`src/rtl/sdram_avm_mport_bridge.sv`:
```
// Round-robin bridge from NUM_PORTS narrow client word ports onto one Avalon-MM master.
// Define SDRAM_AVM_TIMEOUT_EN to add a per-transaction timeout (TIMEOUT_CYC) reported on o_err.
module sdram_avm_mport_bridge #(
    parameter int unsigned NUM_PORTS = 2,
    parameter int unsigned USER_DW   = 16,
    parameter int unsigned AVM_DW    = 32,
    parameter int unsigned AVM_AW    = 25,
    parameter int unsigned ADDR_W    = 32
`ifdef SDRAM_AVM_TIMEOUT_EN
   ,parameter int unsigned TIMEOUT_CYC = 1024
`endif
) (
    input  logic                           clk,
    input  logic                           rst,
    input  logic [NUM_PORTS-1:0]           i_read,
    input  logic [NUM_PORTS-1:0]           i_write,
    input  logic [NUM_PORTS*ADDR_W-1:0]    i_addr,
    input  logic [NUM_PORTS*USER_DW-1:0]   i_wdata,
    output logic [USER_DW-1:0]             o_rdata,
    output logic [NUM_PORTS-1:0]           o_done,
    output logic [NUM_PORTS-1:0]           o_err,
    output logic [AVM_AW-1:0]              o_avm_address,
    output logic [AVM_DW/8-1:0]            o_avm_byteenable,
    output logic                           o_avm_chipselect,
    output logic [AVM_DW-1:0]              o_avm_writedata,
    output logic                           o_avm_read,
    output logic                           o_avm_write,
    input  logic [AVM_DW-1:0]              i_avm_readdata,
    input  logic                           i_avm_readdatavalid,
    input  logic                           i_avm_waitrequest
);
    localparam int unsigned LANES = AVM_DW / USER_DW;
    localparam int unsigned LW    = $clog2(LANES);
    localparam int unsigned LWW   = (LW > 0) ? LW : 1;
    localparam int unsigned UB    = USER_DW / 8;
    localparam int unsigned BEW   = AVM_DW / 8;
    localparam int unsigned PW    = (NUM_PORTS > 1) ? $clog2(NUM_PORTS) : 1;

    typedef enum logic [1:0] {IDLE, ISSUE, WAIT_DATA, DONE} state_t;
    state_t state, state_n;

    logic [NUM_PORTS-1:0] req;
    logic [PW-1:0]        ptr;
    logic [PW-1:0]        port_q;
    logic [PW-1:0]        gnt_port;
    logic                 gnt_valid;
    logic                 gnt_write;
    logic [ADDR_W-1:0]    gnt_addr;
    logic [USER_DW-1:0]   gnt_wdata;
    logic [LWW-1:0]       gnt_lane;
    logic [LWW-1:0]       lane_q;
    logic                 op_write_q;
    logic                 tmo_hit;
    logic                 tmo_fire;
    int unsigned          scan_idx;

    assign req = i_read | i_write;

    // First requesting port at or after the round-robin pointer, wrapping.
    always_comb begin
        gnt_valid = 1'b0;
        gnt_port  = '0;
        scan_idx  = 0;
        for (int unsigned i = 0; i < NUM_PORTS; i++) begin
            scan_idx = (32'(ptr) + i) % NUM_PORTS;
            if (!gnt_valid && req[PW'(scan_idx)]) begin
                gnt_valid = 1'b1;
                gnt_port  = PW'(scan_idx);
            end
        end
    end

    assign gnt_write = i_write[gnt_port];
    assign gnt_addr  = i_addr[32'(gnt_port) * ADDR_W +: ADDR_W];
    assign gnt_wdata = i_wdata[32'(gnt_port) * USER_DW +: USER_DW];
    assign gnt_lane  = (LANES > 1) ? LWW'(gnt_addr) : '0;

`ifdef SDRAM_AVM_TIMEOUT_EN
    localparam int unsigned CW = $clog2(TIMEOUT_CYC + 1);
    logic [CW-1:0] tmo_cnt;

    // Zero on the first ISSUE cycle, then counts every cycle spent waiting on the controller.
    always_ff @(posedge clk or posedge rst) begin
        if (rst) begin
            tmo_cnt <= '0;
        end else if (state == ISSUE || state == WAIT_DATA) begin
            tmo_cnt <= tmo_cnt + CW'(1);
        end else begin
            tmo_cnt <= '0;
        end
    end

    assign tmo_hit = (tmo_cnt >= CW'(TIMEOUT_CYC - 1));

    always_ff @(posedge clk or posedge rst) begin
        if (rst) begin
            o_err <= '0;
        end else begin
            o_err <= tmo_fire ? (NUM_PORTS'(1) << port_q) : '0;
        end
    end
`else
    assign tmo_hit = 1'b0;
    assign o_err   = '0;
`endif

    always_ff @(posedge clk or posedge rst) begin
        if (rst) begin
            state <= IDLE;
        end else begin
            state <= state_n;
        end
    end

    always_comb begin
        state_n  = state;
        tmo_fire = 1'b0;
        case (state)
            IDLE: begin
                if (gnt_valid) state_n = ISSUE;
            end
            ISSUE: begin
                if (!i_avm_waitrequest) begin
                    state_n = op_write_q ? DONE : WAIT_DATA;
                end else if (tmo_hit) begin
                    state_n  = DONE;
                    tmo_fire = 1'b1;
                end
            end
            WAIT_DATA: begin
                if (i_avm_readdatavalid) begin
                    state_n = DONE;
                end else if (tmo_hit) begin
                    state_n  = DONE;
                    tmo_fire = 1'b1;
                end
            end
            DONE:    state_n = IDLE;
            default: state_n = IDLE;
        endcase
    end

    // Transaction latch at grant, Avalon strobes, completion pulse and read lane capture.
    always_ff @(posedge clk or posedge rst) begin
        if (rst) begin
            ptr              <= '0;
            port_q           <= '0;
            lane_q           <= '0;
            op_write_q       <= 1'b0;
            o_rdata          <= '0;
            o_done           <= '0;
            o_avm_address    <= '0;
            o_avm_byteenable <= '0;
            o_avm_chipselect <= 1'b0;
            o_avm_writedata  <= '0;
            o_avm_read       <= 1'b0;
            o_avm_write      <= 1'b0;
        end else begin
            o_done <= '0;
            if (state == IDLE && gnt_valid) begin
                port_q           <= gnt_port;
                lane_q           <= gnt_lane;
                op_write_q       <= gnt_write;
                o_avm_address    <= AVM_AW'(gnt_addr >> LW);
                o_avm_byteenable <= BEW'({UB{1'b1}}) << (32'(gnt_lane) * UB);
                o_avm_writedata  <= {LANES{gnt_wdata}};
                o_avm_chipselect <= 1'b1;
                o_avm_read       <= !gnt_write;
                o_avm_write      <= gnt_write;
            end else if (state_n != ISSUE) begin
                o_avm_chipselect <= 1'b0;
                o_avm_read       <= 1'b0;
                o_avm_write      <= 1'b0;
            end
            if (state != DONE && state_n == DONE) begin
                o_done <= NUM_PORTS'(1) << port_q;
                if (state == WAIT_DATA && i_avm_readdatavalid) begin
                    o_rdata <= USER_DW'(i_avm_readdata >> (32'(lane_q) * USER_DW));
                end else if (tmo_fire && !op_write_q) begin
                    o_rdata <= '0;
                end
            end
            if (state == DONE) begin
                ptr <= (32'(port_q) == NUM_PORTS - 1) ? '0 : port_q + PW'(1);
            end
        end
    end
endmodule

```
`config.mk`:
```
export PLATFORM = sky130hd
export DESIGN_NAME = sdram_avm_mport_bridge
export DESIGN_NICKNAME = d
export VERILOG_FILES = /design/src/rtl/sdram_avm_mport_bridge.sv
export SDC_FILE = /design/constraint.sdc
export NUM_CORES = 1
export LEC_CHECK = 0
export ABC_CLOCK_PERIOD_IN_PS = 3380
export CORE_MARGIN = 1
export CORE_UTILIZATION = 40
export CTS_CLUSTER_SIZE = 30
export DETAILED_ROUTE_END_ITERATION = 6
export PLACE_DENSITY = 0.82
export SLEW_MARGIN = 20
export SYNTH_ARGS = -nofsm -noshare
export SYNTH_HDL_FRONTEND = slang
export SYNTH_SLANG_ARGS = --single-unit
export TNS_END_PERCENT = 20
```
`constraint.sdc`:
```
create_clock -name clk -period 3.38 [get_ports clk]
set_input_delay 0.676 -clock clk [delete_from_list [all_inputs] [get_ports clk]]
set_output_delay 0.676 -clock clk [all_outputs]
set_load 0.005 [all_outputs]
```
==> impl.org <==
** Clocking
- Number of sinks on the clock net :: 69
- The H-tree was split into 3 levels.
- Clk Latency, worst-skew pair :: 0.33 ns
- The tree is rooted in a sky130_fd_sc_hd__clkbuf_8.
- Count of cells resized by post-cts repair :: 0
- Clock slew at the register clock pins of the worst setup and hold paths :: 0.07 ns
- The number of clock buffers added by TritonCTS is 9.
- Post-CTS timing repair inserted 0 buffers for setup.
- Buffer levels on the longest clock path :: 2
- Hold repair after CTS inserted 0 buffers.
- TritonCTS clock tree :: done

** Floorplanning
- For this configuration, the core starts out at a cell density of 41.1%.
- The die is 96.4 µm tall.
- After floorplanning, the core was divided into 34 placement rows.
- Number of top-level pins :: 220
- In this run the horizontal extent of the chip is 96.4 µm.
- CORE AREA :: 8680 µm²
- Die ar. :: 9300 µm²

** Worst setup path
- The worst setup path is launched from an input pin.
- Kind of critical path :: input pin to register
- WP data arrival :: 2.72 ns
- Max FO, Critical Path :: 26
- The worst setup path is captured at a register.
- At the worst endpoint, the required time is 3.62 ns.

** Logic synthesis
- In the synthesized netlist the dominant register cell turns out to be sky130_fd_sc_hd__dfrtp_1.
- Synthesis handed over a netlist of 343 instances.
- Counting flops with an async set or reset pin after synthesis yields a share of 100%.
- Number of flops mapped to enable cells by yosys :: 0
- Yosys warning count :: 0
- In this run the cell area of the synthesized design comes to 3570 µm².
- Register bit count reported by yosys :: 69
- Sequential share of the synthesized area :: 48.4%
- Mean cell area of the mapped netlist :: 10.4 µm²
- Synth unique cells :: 38

** Power
- Switching component of the power :: 1.52 mW
- Switching share of power :: 33.4%
- Across the VDD grid, the largest voltage drop is 370 µV.
- Cell internal power was estimated by the tool at 3.03 mW.
- Summed over all cells, the static leakage comes to 2.22 nW.
- Pwr dens :: 800 nW/µm²
- Fraction of power consumed by the clock network :: 13.2%
- Per report_power, the combinational group accounts for 53.5% of the total.
- Registers are responsible for 33.3% of the overall power.

** STA
- Portion of the clock cycle consumed by the worst path in the final layout :: 73.6%
- For the final routed database, the setup TNS stands at 0 ns.
- Post-layout min period :: 2.49 ns
- Final worst-path setup slack :: 0.891 ns
- For the pin with the worst max-slew slack, the measured transition is 1.04 ns.
- The number of pins exceeding their max-slew limit in the final report came to 0.
- Setup repair after global routing left no endpoint under its margin.
- Slew HR :: 30.4%
- Max Clk Rate :: 402 MHz
- Worst setup skew after layout :: 0.0102 ns
- Setup violations remaining at the end of the flow were counted as 0.
- The final hold violation count is 0.

** Hold path
- Kind of path behind the tightest hold check :: register to register

** GRT
- The first global-routing pass estimated 16400 µm of wire.
- The number of global-route vias before repair came to 3350.
- Summed over all layers, the global routing overflow is 0.
- Number of antenna violations at the first check in global routing :: 0
- Global routing usage summed across all routing layers :: 23.2%
- Maximum number of pins on one net before global-route repair :: 48

** Placement
- Routability-driven placement finished with a final weighted congestion of 0.732.
- Detailed placement finished with a half-perimeter wire length of 7800 µm.
- Port buffering added 205 buffers.
- Before CTS, the worst setup slack after placement is 0.586 ns.

** Route
- First-iteration detailed-routing DRC count :: 151
- The detailed router placed 3550 vias in this run.
- After detailed routing, the average wire length per cell comes to 18.0 µm.
- Routed WL :: 11200 µm
- For this run, the detailed router's first-pass iteration total came to 5.
- Detail-routed via count per cell :: 5.71
- In the routed design, unresolved DRC markers number 0.
- Once detail routing completed, the nets flagged for antenna violations numbered 0.

** Finish
- Area added between synthesis and finish :: 59.8%
- 0 antenna diodes ended up in the layout.
- Leading cell type in the layout, fill and taps excluded :: sky130_fd_sc_hd__clkdlybuf4s50_1
- Commonest cells after routing, fill and taps aside :: sky130_fd_sc_hd__clkdlybuf4s50_1 (205), sky130_fd_sc_hd__dfrtp_1 (69), sky130_fd_sc_hd__o21ai_0 (58)
- At the end of the flow, the number of nets in the layout was 645.
- The post-route netlist has 6.03% of its cells at a drive strength greater than 1.

** Run
- Number of maximum-capacitance constraint violations :: 0

** Outcome
- The flow ran to the end, and the final reports show no timing, DRC or antenna violations.
per-layer routing:
| metal | part of all wire [%] | vias to the layer above | wire length, µm | track usage, % |
|---|---|---|---|---|
| li1 | - | 1626 | - | - |
| met1 | 40 | 1712 | 4490 | 28.9 |
| met2 | 49 | 201 | 5420 | 39.7 |
| met3 | 10 | 11 | 1130 | 6.10 |
| met4 | 1.2 | 0 | 131 | 6.86 |
| met5 | 0 | - | 0 | 0 |
flip-flops by register name, summed over array words and instances, names as in the netlist, 2 cells and up:
signal            flops
o_avm_writedata      16
o_avm_address        25
o_done                2
o_rdata              16
state                 2
o_avm_byteenable      2
path summary, 6_finish.rpt:
kind	startpoint	to	slack, ns	cells past startpoint
setup reg to reg	state[0]	o_avm_writedata[24]	0.90	3
hold / removal	o_rdata[0]	o_rdata[0]	0.48	2
max in group asynchronous	rst	o_avm_address[14]	1.93	3
hold reg to reg	o_rdata[0]	o_rdata[0]	0.48	2
setup / recovery	i_read[1]	o_avm_writedata[24]	0.89	5
min in group asynchronous	rst	o_rdata[13]	0.79	2
through the flow:
stage | utilization [%] | total power [mW] | area [µm²] | hold slack, ns | std cells
3_5_place_dp | 63.6 | 3.96 | 5520 | 0.470 | 606
6_report | 65.6 | 4.56 | 5700 | 0.480 | 622
2_1_floorplan | - | 2.79 | 3570 | 0.437 | 344
4_1_cts | 65.6 | 4.58 | 5700 | 0.484 | 622
5_1_grt | 65.6 | 4.88 | 5700 | 0.513 | 622
3_3_place_gp | 63.6 | 3.89 | 5520 | 0.467 | 606
cell type report:
class	instances	area (µm²)
Timing Repair Buffer	213	2140
Clock inverter	3	20.0
Clock buffer	13	159
Inverter	2	7.51
Multi-Input combinational cell	214	1510
Tap cell	108	135
Sequential cell	69	1730
Fill cell	686	2980
Yosys cell counts (all sizes together), types with 2 or more instances:
cell,instances,share of area (%)
nor2b,2,0.35
or2,3,0.60
nor2,6,0.84
dfrtp,69,48
a2bb2oi,41,10
buf,38,7.4
o2bb2ai,2,0.49
a311oi,41,10
mux2i,16,4.5
nor4,2,0.35
nand2,20,2.1
clkbuf,21,2.2
o21ai,62,8.7
inv,2,0.21
power groups by stage:
stage	Sequential, mW	Clock (mW)	Combinational, mW
2_1_floorplan	1.49	0	1.30
3_3_place_gp	1.51	0	2.38
3_5_place_dp	1.51	0	2.45
4_1_cts	1.51	0.621	2.45
5_1_grt	1.57	0.664	2.64
6_report	1.52	0.604	2.44
critical path, cell delays in order:
cell                              delay [ns]
sky130_fd_sc_hd__clkdlybuf4s50_1        0.51
sky130_fd_sc_hd__nor4_2                 0.80
sky130_fd_sc_hd__buf_4                  0.43
sky130_fd_sc_hd__a311oi_1               0.10
sky130_fd_sc_hd__a2bb2oi_1              0.20
cells by family (layout without fill, tap and decap cells):
group / after synthesis / in the layout / share of synthesized area (%)
muxes: 17 / 17 / 4.81
and+or+nand+nor: 37 / 37 / 4.91
buffers and inverters: 61 / 231 / 9.86
other: 1 / 2 / 0.105
AOI/OAI and AO/OA: 158 / 158 / 31.9
DFF: 69 / 69 / 48.4
Note: power is estimated with default switching activity, not from simulation.
